### src/rtl/ram_fill_clr_pkg.sv
// Shared types for the fill-tracking buffer RAM: FSM encoding and a width helper.
package ram_fill_clr_pkg;

    typedef enum logic {
        ST_IDLE  = 1'b0,
        ST_CLEAR = 1'b1
    } state_t;

    // Bits needed to hold values 0..v-1.
    function automatic int clog2(input int v);
        int r;
        r = 0;
        for (int i = 0; i < 31; i++) begin
            if ((1 << i) < v) r = i + 1;
        end
        return r;
    endfunction

endpackage

### src/rtl/ram_fill_clr_if.sv
// Access/status bundle between a client (master) and the fill-tracking RAM (slave).
interface ram_fill_clr_if #(
    parameter int DATA_WIDTH = 16,
    parameter int ADDR_WIDTH = 4
);
    localparam int CNT_W = ram_fill_clr_pkg::clog2((1 << ADDR_WIDTH) + 1);

    logic                  en;
    logic                  we;
    logic                  clr;
    logic [ADDR_WIDTH-1:0] a;
    logic [DATA_WIDTH-1:0] di;
    logic [DATA_WIDTH-1:0] dout;
    logic                  dv;
    logic                  full;
    logic [CNT_W-1:0]      count;
    logic                  busy;

    modport master (output en, we, clr, a, di, input dout, dv, full, count, busy);
    modport slave  (input en, we, clr, a, di, output dout, dv, full, count, busy);
endinterface

### src/rtl/ram_sp_core.sv
// Plain single-port array: synchronous write, registered read (1 cycle); write has priority.
module ram_sp_core #(
    parameter int DATA_WIDTH = 16,
    parameter int ADDR_WIDTH = 4
) (
    input  logic                  clk,
    input  logic                  we,
    input  logic                  re,
    input  logic [ADDR_WIDTH-1:0] addr,
    input  logic [DATA_WIDTH-1:0] wdata,
    output logic [DATA_WIDTH-1:0] rdata
);
    logic [DATA_WIDTH-1:0] mem [(1 << ADDR_WIDTH)];

    always_ff @(posedge clk) begin
        if (we) begin
            mem[addr] <= wdata;
        end else if (re) begin
            rdata <= mem[addr];
        end
    end
endmodule

### src/rtl/ram_fill_clr.sv
// Buffer RAM with per-word valid bits, fill count/full flag and a one-word-per-cycle clear sweep.
// Reads return data one cycle later; all accesses are ignored while the sweep runs (busy).
module ram_fill_clr
    import ram_fill_clr_pkg::*;
#(
    parameter int DATA_WIDTH = 16,
    parameter int ADDR_WIDTH = 4,
    parameter bit AUTO_CLR   = 1'b0
) (
    input  logic          clk,
    input  logic          rst,
    ram_fill_clr_if.slave bus
);
    localparam int DEPTH = 1 << ADDR_WIDTH;
    localparam int CNT_W = clog2(DEPTH + 1);

    state_t                state;
    logic [ADDR_WIDTH-1:0] ptr;
    logic [DEPTH-1:0]      valid;
    logic [CNT_W-1:0]      count;
    logic                  full;
    logic                  busy;
    logic                  dv;
    logic                  rd_vld;

    logic                  start_clr;
    logic                  acc_wr;
    logic                  acc_rd;
    logic                  core_we;
    logic [ADDR_WIDTH-1:0] core_addr;
    logic [DATA_WIDTH-1:0] core_wdata;
    logic [DATA_WIDTH-1:0] core_rdata;

    // A clear request outranks any access presented in the same cycle.
    assign start_clr  = (state == ST_IDLE) && (bus.clr || (AUTO_CLR && full));
    assign acc_wr     = (state == ST_IDLE) && !start_clr && bus.en && bus.we;
    assign acc_rd     = (state == ST_IDLE) && !start_clr && bus.en && !bus.we;
    assign core_we    = (state == ST_CLEAR) || acc_wr;
    assign core_addr  = (state == ST_CLEAR) ? ptr : bus.a;
    assign core_wdata = (state == ST_CLEAR) ? '0 : bus.di;

    ram_sp_core #(
        .DATA_WIDTH (DATA_WIDTH),
        .ADDR_WIDTH (ADDR_WIDTH)
    ) u_core (
        .clk   (clk),
        .we    (core_we),
        .re    (acc_rd),
        .addr  (core_addr),
        .wdata (core_wdata),
        .rdata (core_rdata)
    );

    always_ff @(posedge clk or posedge rst) begin
        if (rst) begin
            state  <= ST_IDLE;
            ptr    <= '0;
            valid  <= '0;
            count  <= '0;
            full   <= 1'b0;
            busy   <= 1'b0;
            dv     <= 1'b0;
            rd_vld <= 1'b0;
        end else begin
            dv <= 1'b0;
            case (state)
                ST_IDLE: begin
                    if (start_clr) begin
                        state <= ST_CLEAR;
                        count <= '0;
                        full  <= 1'b0;
                        busy  <= 1'b1;
                        ptr   <= '0;
                    end else if (acc_wr) begin
                        if (!valid[bus.a]) begin
                            valid[bus.a] <= 1'b1;
                            count        <= count + CNT_W'(1);
                            if (count == CNT_W'(DEPTH - 1)) full <= 1'b1;
                        end
                    end else if (acc_rd) begin
                        dv     <= 1'b1;
                        rd_vld <= valid[bus.a];
                    end
                end
                ST_CLEAR: begin
                    valid[ptr] <= 1'b0;
                    ptr        <= ptr + ADDR_WIDTH'(1);
                    if (ptr == '1) begin
                        state <= ST_IDLE;
                        busy  <= 1'b0;
                    end
                end
                default: state <= ST_IDLE;
            endcase
        end
    end

    // Words never written since the last clear read back as zero.
    assign bus.dout  = rd_vld ? core_rdata : '0;
    assign bus.dv    = dv;
    assign bus.full  = full;
    assign bus.count = count;
    assign bus.busy  = busy;
endmodule

### src/flat_wrapper.sv
// flat-port wrapper written by rule: the top's interface ports become plain ports
module ram_fill_clr_flat import ram_fill_clr_pkg::*;
#(
    parameter int DATA_WIDTH = 16,
    parameter int ADDR_WIDTH = 4,
    parameter bit AUTO_CLR   = 1'b0
)
  (clk, rst, bus_en, bus_we, bus_clr, bus_a, bus_di, bus_dout, bus_dv, bus_full, bus_count, bus_busy);
  ram_fill_clr_if #(.DATA_WIDTH(DATA_WIDTH), .ADDR_WIDTH(ADDR_WIDTH)) bus_i ();
  input  logic clk;
  input  logic rst;
  input wire logic [$bits(bus_i.en)-1:0] bus_en;
  input wire logic [$bits(bus_i.we)-1:0] bus_we;
  input wire logic [$bits(bus_i.clr)-1:0] bus_clr;
  input wire logic [$bits(bus_i.a)-1:0] bus_a;
  input wire logic [$bits(bus_i.di)-1:0] bus_di;
  output wire logic [$bits(bus_i.dout)-1:0] bus_dout;
  output wire logic [$bits(bus_i.dv)-1:0] bus_dv;
  output wire logic [$bits(bus_i.full)-1:0] bus_full;
  output wire logic [$bits(bus_i.count)-1:0] bus_count;
  output wire logic [$bits(bus_i.busy)-1:0] bus_busy;
  assign bus_i.en = bus_en;
  assign bus_i.we = bus_we;
  assign bus_i.clr = bus_clr;
  assign bus_i.a = bus_a;
  assign bus_i.di = bus_di;
  assign bus_dout = bus_i.dout;
  assign bus_dv = bus_i.dv;
  assign bus_full = bus_i.full;
  assign bus_count = bus_i.count;
  assign bus_busy = bus_i.busy;
  ram_fill_clr #(.DATA_WIDTH(DATA_WIDTH), .ADDR_WIDTH(ADDR_WIDTH), .AUTO_CLR(AUTO_CLR)) u_core (.clk(clk), .rst(rst), .bus(bus_i));
endmodule
### config.mk
export PLATFORM = sky130hd
export DESIGN_NAME = ram_fill_clr_flat
export DESIGN_NICKNAME = d
export VERILOG_FILES = /design/src/rtl/ram_fill_clr_pkg.sv /design/src/rtl/ram_fill_clr_if.sv /design/src/rtl/ram_sp_core.sv /design/src/rtl/ram_fill_clr.sv /design/src/flat_wrapper.sv
export SDC_FILE = /design/constraint.sdc
export NUM_CORES = 1
export LEC_CHECK = 0
export ABC_AREA = 1
export CAP_MARGIN = 30
export CORE_MARGIN = 4
export CORE_UTILIZATION = 40
export DETAILED_ROUTE_END_ITERATION = 6
export GPL_TIMING_DRIVEN = 0
export HOLD_SLACK_MARGIN = 0.06
export SYNTH_ARGS = -nofsm -noshare
export SYNTH_HDL_FRONTEND = slang
export SYNTH_SLANG_ARGS = --single-unit
export TNS_END_PERCENT = 50
### constraint.sdc
create_clock -name clk -period 3.03 [get_ports clk]
set_input_delay 0.7575 -clock clk [delete_from_list [all_inputs] [get_ports clk]]
set_output_delay 0.7575 -clock clk [all_outputs]
set_load 0.005 [all_outputs]
== After elaboration in Yosys (flattened, before gate mapping) ==
Memories as Yosys holds them, arrays and structs flattened. A register that Yosys moved wholly into a read port is not among the register bits.
Cells that the tools add are included.

* Word-level logic and storage cells: 82
* Output and inout port bits: 24
* Input bits: 25
* RAM bits: 256
* Memories kept: 1
* Bits in registers: 30

* Muxes and demuxes: 34
* Add/sub/neg operators: 2
* Reductions and logical operators: 18
* Equality and inequality tests: 8
* Bitwise operators: 7
* $lt $le $gt $ge: 4

{| class="wikitable"
|+ Memory list
! memory !! words !! bits a word !! rd ports !! clocked after Yosys merged registers in !! write ports !! RTL line !! source
|-
| u_core.u_core.mem || 16 || 16 || 1 || 1 || 1 || ram_sp_core.sv:13 || <nowiki>logic [DATA_WIDTH-1:0] mem [(1 << ADDR_WIDTH)];</nowiki>
|}

{| class="wikitable"
|+ Operators with widths
! kind !! count
|-
| $mux W16 || 5
|-
| $pmux W16 S2 || 1
|-
| $mux W1 || 17
|-
| $and A16 B16 Y16 || 1
|-
| $not A16 Y16 || 1
|-
| $or A16 B16 Y16 || 1
|-
| $mux W5 || 3
|-
| $lt A4 B5 Y1 const B || 2
|-
| $demux W1 S4 || 2
|-
| $ge A4 B1 Y1 const B || 2
|-
| $mux W4 || 2
|-
| $pmux W4 S2 || 1
|-
| $reduce_and A4 Y1 || 2
|-
| $logic_and A1 B1 Y1 || 7
|-
| $ne A2 B1 Y1 const B || 3
|-
| $ne A2 B2 Y1 const B || 3
|-
| $reduce_and A3 Y1 || 2
|-
| $add A5 B1 Y5 const B || 1
|-
| $eq A5 B4 Y1 const B || 1
|-
| $add A4 B1 Y4 const B || 1
|-
| $bmux W1 S4 || 1
|-
| $eq A4 B4 Y1 const B || 1
|-
| $not A1 Y1 || 4
|-
| $pmux W1 S2 || 2
|-
| other kinds (4) || 7
|}

== Depth between registers and ports, before layout ==
* Depth in word-level cells: 10
* Mapped depth: 13

== Cells and area by module ==
A second synthesis with hierarchy kept.

* Cells, all modules: 1401
* Area total of the unflattened synthesis: 13381.6 sq um

{| class="wikitable"
|+ Modules (own cells, without submodules)
! module !! area an instance (sq um) !! cells an instance !! times used !! sequential area each (sq um)
|-
| ram_sp_core || 11319.6 || 1072 || 1 || 8167.8
|-
| ram_fill_clr || 2062.0 || 329 || 1 || 750.7
|}

== Worst setup path before layout ==
No wires, ideal clock.

* Path type: input to register
* Start point: input port bus_a[0]
* End point: memory u_core.u_core.mem[14][0] (enable)
* Data required time: 2.642 ns
* Slack: 0.222 ns
* Arrival time: 2.420 ns
* Stages on the path: 9
* Cell sequence: buf_2 buf_6 o21ai_4 nand2_1 inv_2 buf_6 buf_4 nand2_1 nor2_1

* Cells in the longest elaborated chain, start to end: 1

{| class="wikitable"
|+ RTL lines
! what !! RTL line !! source
|-
| start, declared || flat_wrapper.sv:15 || <nowiki>input wire logic [$bits(bus_i.a)-1:0] bus_a;</nowiki>
|-
| $mux W4 || ram_fill_clr.sv:39 || <nowiki>assign core_addr = (state == ST_CLEAR) ? ptr : bus.a;</nowiki>
|-
| end, declared || ram_sp_core.sv:13 ||
|}

No other way between the ends.

== Final worst setup path ==
* Start point: input port bus_a[2]
* End point: memory u_core.u_core.mem[13][5] (enable)

The elaborated chain is that of the path after synthesis.

==> qor.csv <==
stage,metric,value,unit
job,drv.max_cap_violation_count,0,
die,die_y,186,um
pwr,power.switching_fraction,39.6,%
logic_synthesis,synth_seq_area_share,70.2,%
placement,numPortBuffers,47,
global_route,grt.overflow.total,0,
logic_synthesis,post_synth_inst_count,1168,
pwr,ir_drop,0.539,mV
detailed_routing,drt-pass1-iter-count,5,
clocking,htreeDepth,2,
timing,setup_viol_count_final,0,
die,floorplan.die.width,186,um
timing,finalSetupTns,0,ps
layout,post-route-util,49.6,%
logic_synthesis,fraction_of_synthesized_cell_area_taken_by_the_top_area_cell_type,64.3,%
layout,num-nets-final,1325,
layout,post_route_cells_drive_above_1_share,12.0,%
global_route,number_of_global_route_vias_before_repair,8577,
clocking,cts-root-buf,clkbuf_16,
pwr,combPwrFrac,41.4,%
pwr,sequentialPowerShare,36.7,%
timing,fin_crit_sh,96.8,%
timing,min_period,2930,ps
detailed_routing,drt-initial-drc-count,751,
pwr,power_per_cell_area,1110,nW/um^2
detailed_routing,detail_route.wirelength,32900,um
placement,detailed_place.area,14100,um^2
worst_setup_path,end_kind,register,
clocking,tritoncts.num_buffers,34,
clocking,cts_tree,done,
layout,antenna_cells,0,
detailed_routing,route.detailed.wl_per_inst,19.3,um
status,run_status,"complete, no violations",
logic_synthesis,synthesis.area,12700,um^2
clocking,worst_setup_hold_path_clk_slew,50,ps
detailed_routing,count_of_antenna_violating_nets_left_after_detailed_routing,0,
worst_setup_path,kind_of_critical_path,input port to register,
die,floorplan.io_pins,49,
clocking,clock_sink_count,302,
layout,ff_latch_area,8920,um^2
layout,multiInputGateArea,3360,um^2
logic_synthesis,yosys.area.top_type,edfxtp_1,
worst_setup_path,cp-start-kind,input port,
pwr,total_switching_power,6.79,mW
timing,final-hold-violation-count,0,
logic_synthesis,synth.area.top_cells,"edfxtp_1, nand2_1, dfrtp_1",
placement,hpwl_after_detailed_placement,22800,um
logic_synthesis,syn-num-nets,1199,
clocking,clock_latency,510,ps
die,die_area,34700,um^2
detailed_routing,drcViolationCount,0,
timing,grt_setup_unrepaired,no,
detailed_routing,dr_total_vias,8782,
layout,fill_cells,2712,
placement,routabilityCongestion,0.871,
detailed_routing,route.detailed.vias_per_inst,5.14,
clocking,clk_path_buf_depth,3,
timing,max_slew.worst_pin.slew,1070,ps
pwr,internal_power,10.4,mW
die,core.rowCount,64,
layout,mostFrequentLayoutCells,"nand2_1, edfxtp_1, inv_1",
timing,fin_skew,13.7,ps
die,initial_core_util,41.0,%
clocking,cts_hold_buffers_added,0,
logic_synthesis,synth_cell_type_count,28,
worst_setup_path,crit_arrival,3140,ps
layout,areaGrowthSynthToFinish,21.2,%
pwr,p_clk_share,21.9,%
global_route,global_route_wire_length_before_repair,50600,um
die,core_area,31000,um^2
logic_synthesis,yosysWarnings,0,
global_route,antenna_violations_before_repair,0,
global_route,maximum_number_of_pins_on_one_net_before_global_route_repair,20,
worst_setup_path,path_max_fanout,10,
timing,slew_violations,0,
hold_path,worstHoldPathType,register to register,
logic_synthesis,synth_seq_cells,302,
logic_synthesis,avgSynthCellArea,10.9,um^2
pwr,p_leak,6.12,nW
worst_setup_path,worst_ep_required_time,3240,ps
layout,final_common_cell,nand2_1,
timing,slew_limit_headroom,28.7,%
timing,clock.fmax,341,MHz
layout,final_design_area_no_fill,15400,um^2
global_route,grt_util_all_layers,19.2,%
## flip-flops by register name, indices dropped and copies added, names as in the netlist
signal / flops
u_core.bus.full: 1
u_core.state: 1
u_core.u_core.rdata: 16
u_core.bus.count: 5
u_core.ptr: 4
u_core.valid: 16
u_core.rd_vld: 1
u_core.bus.dv: 1
u_core.u_core.mem: 256
u_core.bus.busy: 1
## timing repair
action,CTS,global route
setup buffers,10,3
pin swaps,10,2
gates resized for setup,22,8
endpoints found under the setup margin,245,165
## worst max-delay path, stage by stage
cell and delay (ps):
clkdlybuf4s50_1 520, inv_1 90, o21ai_1 420, inv_1 180, nor2_4 290, buf_2 340
inv_2 170, nor2_4 190, buf_8 180
## layout make-up
| cell class | count | area share [%] |
|---|---|---|
| inverter | 73 | 1.78 |
| clock buffer | 41 | 5.90 |
| sequential | 302 | 58.0 |
| multi-input combinational | 745 | 21.8 |
| timing repair buffer | 91 | 6.71 |
| tap | 396 | 3.22 |
| clock inverter | 15 | 0.642 |
| buffer | 47 | 1.96 |
## power by group through the flow
stage	combinational [mW]	clock, mW	sequential (mW)
after floorplan	3.91	0	6.31
after global placement	6.24	0	6.39
after detailed placement	6.69	0	6.37
after CTS	7.03	3.81	6.29
after global routing	7.78	4.00	6.37
final	7.09	3.76	6.29
## synthesized netlist by cell type
| cell type | number |
|---|---|
| nor3_1 | 5 |
| buf_2 | 17 |
| buf_4 | 10 |
| o211ai_1 | 11 |
| a22oi_1 | 1 |
| nor2_1 | 44 |
| o21ai_1 | 8 |
| dfrtp_1 | 30 |
| buf_6 | 8 |
| edfxtp_1 | 272 |
| nor2_2 | 5 |
| inv_1 | 68 |
| inv_2 | 4 |
| xor2_1 | 2 |
| o21ai_0 | 32 |
| o21a_1 | 1 |
| nand2_1 | 504 |
| ha_1 | 6 |
| o21ai_4 | 1 |
| o21ai_2 | 3 |
| and3_1 | 1 |
| clkbuf_1 | 12 |
| clkinv_1 | 1 |
| buf_1 | 1 |
| a31oi_1 | 3 |
| a21oi_1 | 30 |
| nand3_1 | 53 |
| nand4_1 | 35 |
## kinds of logic (layout without fill, tap and decap cells)
family,count (synthesis),in the layout,synth area share (%)
AOI/OAI and AO/OA,90,90,4.01
adders and majority gates,6,6,0.591
xor gates and xnor gates,2,2,0.138
buffers and inverters,121,267,4.51
DFF,302,302,70.2
and+or+nand+nor,647,647,20.5
## per-layer routing
metal	up-vias	part of all wire [%]	track usage [%]	routed length (um)
met5	-	0	0	0
met1	4208	43	26.4	14200
li1	4211	-	-	-
met4	0	2.1	5.04	694
met2	307	48	32.0	15700
met3	56	7.1	3.29	2330
## stage by stage
stage                     std cells  power (mW)  setup WS [ps]  hold WS (ps)
after floorplan                1168        10.2            222           457
after global placement         1611        12.6          -1700           486
after detailed placement       1641        13.1          -1020           488
after CTS                      1706        17.1          -2.27           505
after global routing           1710        18.2           14.3           550
final                          1710        17.1           95.6           496
## final timing paths
path	depth (start not counted)	slack, ps	startpoint	end
worst min-delay path	2	500	u_core.bus.count[4]	u_core.bus.count[4]
worst max register to register	9	300	u_core.state	u_core.u_core.mem[8][4]
max in group asynchronous	3	1870	rst	u_core.valid[6]
min in group asynchronous	2	650	rst	u_core.ptr[2]
worst min register to register	2	500	u_core.bus.count[4]	u_core.bus.count[4]
worst max-delay path	9	100	bus_a[2]	u_core.u_core.mem[13][5]
Note: power is estimated with default switching activity, not from simulation.
